===== config.mk =====
export PLATFORM = sky130hd
export DESIGN_NAME = mem_access_unit_flat
export DESIGN_NICKNAME = d
export VERILOG_FILES = /design/src/rtl/mem_pkg.sv /design/src/rtl/mem_access_unit_if.sv /design/src/rtl/load_align.sv /design/src/rtl/mem_access_unit.sv /design/src/flat_wrapper.sv
export SDC_FILE = /design/constraint.sdc
export NUM_CORES = 1
export LEC_CHECK = 0
export ABC_AREA = 1
export BUFFER_PORTS_ARGS = -buffer_cell sky130_fd_sc_hd__buf_2
export CAP_MARGIN = 10
export CORE_MARGIN = 5
export CORE_UTILIZATION = 51
export DETAILED_ROUTE_END_ITERATION = 12
export PLACE_DENSITY_LB_ADDON = 0.08
export SLEW_MARGIN = 20
export SYNTH_ARGS = -nofsm -noshare
export SYNTH_HDL_FRONTEND = slang
export SYNTH_SLANG_ARGS = --single-unit

===== constraint.sdc =====
create_clock -name clk -period 5 [get_ports clk]
set_input_delay 1.5 -clock clk [delete_from_list [all_inputs] [get_ports clk]]
set_output_delay 1.5 -clock clk [all_outputs]
set_load 0.05 [all_outputs]

===== src/rtl/mem_pkg.sv =====
// Shared definitions for the load/store unit: op encoding, size codes, FSM states
// and the lane/strobe helpers used on both the store and load paths.
package mem_pkg;

  // Field layout of the 4-bit access-type code coming from decode.
  typedef struct packed {
    logic       store;
    logic       zext;
    logic [1:0] size;
  } mem_op_t;

  localparam logic [1:0] SZ_B = 2'd0;
  localparam logic [1:0] SZ_H = 2'd1;
  localparam logic [1:0] SZ_W = 2'd2;

  typedef enum logic [1:0] {
    IDLE = 2'd0,
    REQ  = 2'd1,
    WAIT = 2'd2,
    RESP = 2'd3
  } state_t;

  localparam logic [3:0] STRB_NONE = 4'h0;
  localparam logic [3:0] STRB_B    = 4'b0001;
  localparam logic [3:0] STRB_H    = 4'b0011;
  localparam logic [3:0] STRB_W    = 4'hF;

  // Size code 3 has no meaning; it behaves as a word access everywhere.
  function automatic logic [1:0] norm_size(input logic [1:0] size);
    return (size == 2'd3) ? SZ_W : size;
  endfunction

  function automatic logic is_misaligned(input logic [1:0] size, input logic [1:0] lo);
    logic bad;
    case (size)
      SZ_H:    bad = lo[0];
      SZ_W:    bad = |lo;
      default: bad = 1'b0;
    endcase
    return bad;
  endfunction

  // Low address bits that actually select a lane once alignment is forced.
  function automatic logic [1:0] align_lane(input logic [1:0] size, input logic [1:0] lo);
    logic [1:0] lane;
    case (size)
      SZ_H:    lane = {lo[1], 1'b0};
      SZ_W:    lane = 2'b00;
      default: lane = lo;
    endcase
    return lane;
  endfunction

  function automatic logic [3:0] store_strb(input logic [1:0] size, input logic [1:0] lane);
    logic [3:0] strb;
    case (size)
      SZ_B:    strb = STRB_B << lane;
      SZ_H:    strb = STRB_H << {lane[1], 1'b0};
      default: strb = STRB_W;
    endcase
    return strb;
  endfunction

  function automatic logic [31:0] store_data(input logic [1:0] size, input logic [31:0] wdata);
    logic [31:0] data;
    case (size)
      SZ_B:    data = {4{wdata[7:0]}};
      SZ_H:    data = {2{wdata[15:0]}};
      default: data = wdata;
    endcase
    return data;
  endfunction

endpackage


===== src/rtl/mem_access_unit_if.sv =====
// Data SRAM bus of the load/store unit: request channel plus addr_ok/data_ok handshake.
interface mem_access_unit_if;
  logic        req;
  logic        wr;
  logic [1:0]  size;
  logic [3:0]  wstrb;
  logic [31:0] addr;
  logic [31:0] wdata;
  logic        addr_ok;
  logic        data_ok;
  logic [31:0] rdata;

  modport master (
    output req, wr, size, wstrb, addr, wdata,
    input  addr_ok, data_ok, rdata
  );

  modport slave (
    input  req, wr, size, wstrb, addr, wdata,
    output addr_ok, data_ok, rdata
  );
endinterface


===== src/rtl/load_align.sv =====
// Picks the addressed byte/half out of a 32-bit read word and sign- or zero-extends it.
module load_align
  import mem_pkg::*;
(
  input  logic [31:0] rdata,
  input  logic [1:0]  addr_lo,
  input  logic [1:0]  size,
  input  logic        zext,
  output logic [31:0] data
);

  logic [7:0]  byte_lane [4];
  logic [7:0]  b_sel;
  logic [15:0] h_sel;

  genvar gi;
  generate
    for (gi = 0; gi < 4; gi++) begin : g_lane
      assign byte_lane[gi] = rdata[8*gi +: 8];
    end
  endgenerate

  always_comb begin
    b_sel = byte_lane[addr_lo];
    h_sel = addr_lo[1] ? rdata[31:16] : rdata[15:0];
    data  = rdata;
    case (size)
      SZ_B:    data = zext ? {24'b0, b_sel} : {{24{b_sel[7]}}, b_sel};
      SZ_H:    data = zext ? {16'b0, h_sel} : {{16{h_sel[15]}}, h_sel};
      default: data = rdata;
    endcase
  end

endmodule


===== src/rtl/mem_access_unit.sv =====
// Multi-cycle load/store unit: one request at a time, SRAM req/addr_ok/data_ok
// handshake, aligned/extended load data or store completion back to WB.
module mem_access_unit
  import mem_pkg::*;
#(
  parameter int ALE_CHECK = 1
) (
  input  logic        clk,
  input  logic        reset,
  input  logic        req_valid,
  output logic        req_ready,
  input  logic [3:0]  req_op,
  input  logic [31:0] req_addr,
  input  logic [31:0] req_wdata,
  output logic        resp_valid,
  input  logic        resp_ready,
  output logic [31:0] resp_rdata,
  output logic        resp_ale,
  mem_access_unit_if.master data_sram
);

  state_t      state_reg, state_next;
  mem_op_t     op_reg;
  logic [31:0] addr_reg;
  logic [31:0] wdata_reg;
  logic [31:0] rdata_reg;
  logic        ale_reg;

  mem_op_t     op_in;
  logic        in_misaligned;
  logic [1:0]  size_cur;
  logic [1:0]  lane_lo;
  logic [31:0] load_data;

  assign op_in         = mem_op_t'(req_op);
  assign in_misaligned = (ALE_CHECK != 0) && is_misaligned(norm_size(op_in.size), req_addr[1:0]);

  always_ff @(posedge clk) begin
    if (reset) begin
      state_reg <= IDLE;
    end else begin
      state_reg <= state_next;
    end
  end

  always_comb begin
    state_next = state_reg;
    case (state_reg)
      IDLE:    if (req_valid)          state_next = in_misaligned ? RESP : REQ;
      REQ:     if (data_sram.addr_ok)  state_next = WAIT;
      // data_ok is only meaningful here; the SRAM never raises it alongside addr_ok.
      WAIT:    if (data_sram.data_ok)  state_next = RESP;
      RESP:    if (resp_ready)         state_next = IDLE;
      default:                         state_next = IDLE;
    endcase
  end

  always_ff @(posedge clk) begin
    if (reset) begin
      op_reg    <= '0;
      addr_reg  <= '0;
      wdata_reg <= '0;
      rdata_reg <= '0;
      ale_reg   <= 1'b0;
    end else begin
      if (state_reg == IDLE && req_valid) begin
        op_reg    <= op_in;
        addr_reg  <= req_addr;
        wdata_reg <= req_wdata;
        rdata_reg <= '0;
        ale_reg   <= in_misaligned;
      end
      if (state_reg == WAIT && data_sram.data_ok) begin
        rdata_reg <= op_reg.store ? 32'd0 : load_data;
      end
    end
  end

  // With the alignment check off, misaligned low bits simply fall back to the aligned lane.
  assign size_cur = norm_size(op_reg.size);
  assign lane_lo  = align_lane(size_cur, addr_reg[1:0]);

  load_align u_load_align (
    .rdata   (data_sram.rdata),
    .addr_lo (lane_lo),
    .size    (size_cur),
    .zext    (op_reg.zext),
    .data    (load_data)
  );

  assign req_ready  = (state_reg == IDLE);
  assign resp_valid = (state_reg == RESP);
  assign resp_rdata = rdata_reg;
  assign resp_ale   = ale_reg;

  assign data_sram.req   = (state_reg == REQ);
  assign data_sram.wr    = op_reg.store;
  assign data_sram.size  = size_cur;
  assign data_sram.wstrb = op_reg.store ? store_strb(size_cur, lane_lo) : STRB_NONE;
  assign data_sram.addr  = addr_reg;
  assign data_sram.wdata = store_data(size_cur, wdata_reg);

endmodule


===== src/flat_wrapper.sv =====
// flat-port wrapper written by rule: the top's interface ports become plain ports
module mem_access_unit_flat import mem_pkg::*;
#(
  parameter int ALE_CHECK = 1
)
  (clk, reset, req_valid, req_ready, req_op, req_addr, req_wdata, resp_valid, resp_ready, resp_rdata, resp_ale, data_sram_req, data_sram_wr, data_sram_size, data_sram_wstrb, data_sram_addr, data_sram_wdata, data_sram_addr_ok, data_sram_data_ok, data_sram_rdata);
  mem_access_unit_if data_sram_i ();
  input  logic clk;
  input  logic reset;
  input  logic req_valid;
  output logic req_ready;
  input  logic [3:0] req_op;
  input  logic [31:0] req_addr;
  input  logic [31:0] req_wdata;
  output logic resp_valid;
  input  logic resp_ready;
  output logic [31:0] resp_rdata;
  output logic resp_ale;
  output wire logic [$bits(data_sram_i.req)-1:0] data_sram_req;
  output wire logic [$bits(data_sram_i.wr)-1:0] data_sram_wr;
  output wire logic [$bits(data_sram_i.size)-1:0] data_sram_size;
  output wire logic [$bits(data_sram_i.wstrb)-1:0] data_sram_wstrb;
  output wire logic [$bits(data_sram_i.addr)-1:0] data_sram_addr;
  output wire logic [$bits(data_sram_i.wdata)-1:0] data_sram_wdata;
  input wire logic [$bits(data_sram_i.addr_ok)-1:0] data_sram_addr_ok;
  input wire logic [$bits(data_sram_i.data_ok)-1:0] data_sram_data_ok;
  input wire logic [$bits(data_sram_i.rdata)-1:0] data_sram_rdata;
  assign data_sram_req = data_sram_i.req;
  assign data_sram_wr = data_sram_i.wr;
  assign data_sram_size = data_sram_i.size;
  assign data_sram_wstrb = data_sram_i.wstrb;
  assign data_sram_addr = data_sram_i.addr;
  assign data_sram_wdata = data_sram_i.wdata;
  assign data_sram_i.addr_ok = data_sram_addr_ok;
  assign data_sram_i.data_ok = data_sram_data_ok;
  assign data_sram_i.rdata = data_sram_rdata;
  mem_access_unit #(.ALE_CHECK(ALE_CHECK)) u_core (.clk(clk), .reset(reset), .req_valid(req_valid), .req_ready(req_ready), .req_op(req_op), .req_addr(req_addr), .req_wdata(req_wdata), .resp_valid(resp_valid), .resp_ready(resp_ready), .resp_rdata(resp_rdata), .resp_ale(resp_ale), .data_sram(data_sram_i));
endmodule

==> impl_metrics.ini <==
[place]
place_ws_ns = 1.82
place_area_sq_um = 5810
dp_cells = 976
dp_hpwl_microns = 10700
io_buffers = 212
globalplace.congestion = 0.895

[min_path]
hp-class = flop to flop
worstHoldStart = u_core.resp_rdata[8]
whs_endpoint = u_core.resp_rdata[8]
holdPathStages = 2

[cells_and_area]
drive_gt1_frac = 0.319
fin_area_sq_um = 6010
area_delta_synth_final_pct = 24.0
nFillCells = 882
fin_nets = 968
instances_no_fill = 993
post-route-util = 0.650

[pwr]
total_power_mw = 3.52
switching_share = 0.536
pwr-share-comb = 0.530
power_leakage_nw = 2.96
power_switching_mw = 1.89
internal_power_mw = 1.64
pwr-share-seq = 0.323
power_frac_clock = 0.147
ir_drop_uv = 357
power_density_nw_per_um2 = 587

[critical_path]
cp.required_ns = 3.50
path_delay_family = flip-flops
path_cells = nor2_8 -> nand2_4 -> clkinv_2 -> nor3_1 -> buf_2
r2r_start = u_core.state_reg[0]
crit_arrival_ns = 2.13
r2r_end = u_core.resp_ale
crit_path_end_kind = output pin
slowest_stage = dfxtp_2
crit_buf_inv = 2
critPathLaunchType = flop
slowest_delay_ns = 0.75
cp_max_fo = 27
worstRegToRegCells = 8
crit_type = flop to output pin
r2r_slack_ns = 2.74

[global_route]
antenna_found_initial = 1
grt_pass1_wl_microns = 22500
track_usage = 0.240
grt_use_met3 = 0.0534
grt_max_degree = 79
use_met1 = 0.310
grt_use_met2 = 0.402
grt-busiest-layer = met2
grt_overflow_total = 0
grt_pass1_vias = 4653

[sta]
fin_ws_ns = 1.37
worst_clock_skew_ns = 0.0170
tightest_slew_ns = 0.913
post-route-period-util = 0.726
maxSlewHeadroom = 0.391
maxSlewViolCount = 0
hold_viol_final = 0
setup_viol = 0
tns_ns = 0
fin_hold_ws_ns = 0.468
rsz0062_at_grt = false
fin_crit_ns = 3.63
clock.fmax_ghz = 0.275

[synth]
ys.flop_type = dfxtp_1
synthArstFlopShare = 0
synth_top_cell_by_area = dfxtp_1
synth-seq-cells = 103
ys_types = 36
synth_top_area_share = 0.426
yosys-top-cells-area = dfxtp_1 (43%), nor2_1 (11%), nand2_1 (9.7%)
syn_area_sq_um = 4850
syn_avg_cell_area_sq_um = 7.10
syn_nets = 793
syn-instance-count = 683
yosysWarnings = 0
synth_edf_count = 0
ys_seq_area_frac = 0.426

[clock_network]
clk_pin_slew_worst_paths_ns = 0.11
cts_tree = built
cts_hold_buf = 0
numCtsBuffers = 9
cts.sink_count = 103
clock_latency_ns = 0.38
cts_setup_buffers = 0
cts_max_level = 3
clockBufferDepth = 2
cts_resized = 0
cts_root_buf = clkbuf_8

[route]
vias = 5020
wl_per_cell_microns = 14.3
drc = 0
firstDrtPassIters = 7
detail-route-antenna-nets = 0
via_per_inst = 5.06
wirelength_microns = 14200
drt-initial-drc-count = 261

[floorplan]
dieArea_sq_um = 11600
core_area_sq_um = 9240
die_h_microns = 107
rows = 35
io_pins = 213
die_w_microns = 107
initial_core_util = 0.524

[flow_run]
maxCapViolCount = 0

[run_status]
outcome = finished clean
metal layers:
| metal | wire length, microns | part of all wire |
|---|---|---|
| met3 | 1320 | 0.093 |
| met4 | 245 | 0.017 |
| met5 | 0 | 0 |
| met2 | 6690 | 0.47 |
| met1 | 5980 | 0.42 |
cells in the final DEF, fill, tap and decap left out, drive strengths merged, types with 4 or more instances in the layout:
cell      n
a21oi    63
buf     217
clkbuf    9
clkinv    4
dfxtp   103
ha        4
inv      39
nand2   144
nand3    13
nor2    150
o211ai   14
o21ai    88
synth_stat cells (3+ instances only):
cell / number
a21oi_1: 53
a21oi_2: 10
buf_2: 4
buf_4: 9
buf_6: 3
clkbuf_1: 32
dfxtp_1: 103
ha_1: 4
inv_1: 32
inv_2: 3
nand2_1: 125
nand2_2: 12
nand2_4: 6
nand3_1: 12
nor2_1: 147
o211ai_1: 14
o21ai_0: 88
worst max-delay path by stage:
stage / depth (start not counted) / from / endpoint / slack (ns)
finish: 5 / u_core.op_reg[1] / data_sram_wstrb[0] / 1.37
global route: 5 / u_core.op_reg[1] / data_sram_wstrb[0] / 1.25
CTS: 5 / u_core.op_reg[1] / data_sram_wstrb[0] / 1.40
detailed placement: 5 / u_core.op_reg[1] / data_sram_wstrb[0] / 1.82
global placement: 5 / u_core.op_reg[1] / data_sram_wstrb[1] / 1.83
floorplan: 5 / u_core.data_sram.addr[1] / data_sram_wstrb[0] / 1.41
final cells by class:
class                           instances  area, sq um  share of cell area
Clock inverter                          7         73.8              0.0123
Timing Repair Buffer                  217         1100               0.183
Clock buffer                            9          124              0.0206
Sequential cell                       103         2060               0.343
Inverter                               38          151              0.0252
Multi-Input combinational cell        489         2330               0.388
Tap cell                              129          161              0.0269
Antenna cell                            1         2.50            0.000416
power by group through the flow:
stage | combinational [mW] | clock, mW | sequential [mW]
after floorplan | 1.21 | 0 | 1.44
after global placement | 1.84 | 0 | 1.15
final | 1.87 | 0.519 | 1.14
after CTS | 1.87 | 0.529 | 1.14
after detailed placement | 1.87 | 0 | 1.15
after global routing | 2.02 | 0.565 | 1.16
tightest hold or removal path: stages, from the launching register on:
cell     delay [ns]
dfxtp_1        0.32
nand2_1        0.06
a21oi_1        0.05
kinds of logic (layout without fill, tap and decap cells):
| group | count (synthesis) | in the layout | share of synthesized area |
|---|---|---|---|
| other cells | 0 | 1 | 0 |
| buf+inv | 91 | 271 | 0.0935 |
| compound gates | 172 | 172 | 0.196 |
| simple gates | 313 | 313 | 0.275 |
| flops | 103 | 103 | 0.426 |
| fa+ha+maj | 4 | 4 | 0.0103 |
Power figures use the tool's default switching activity.
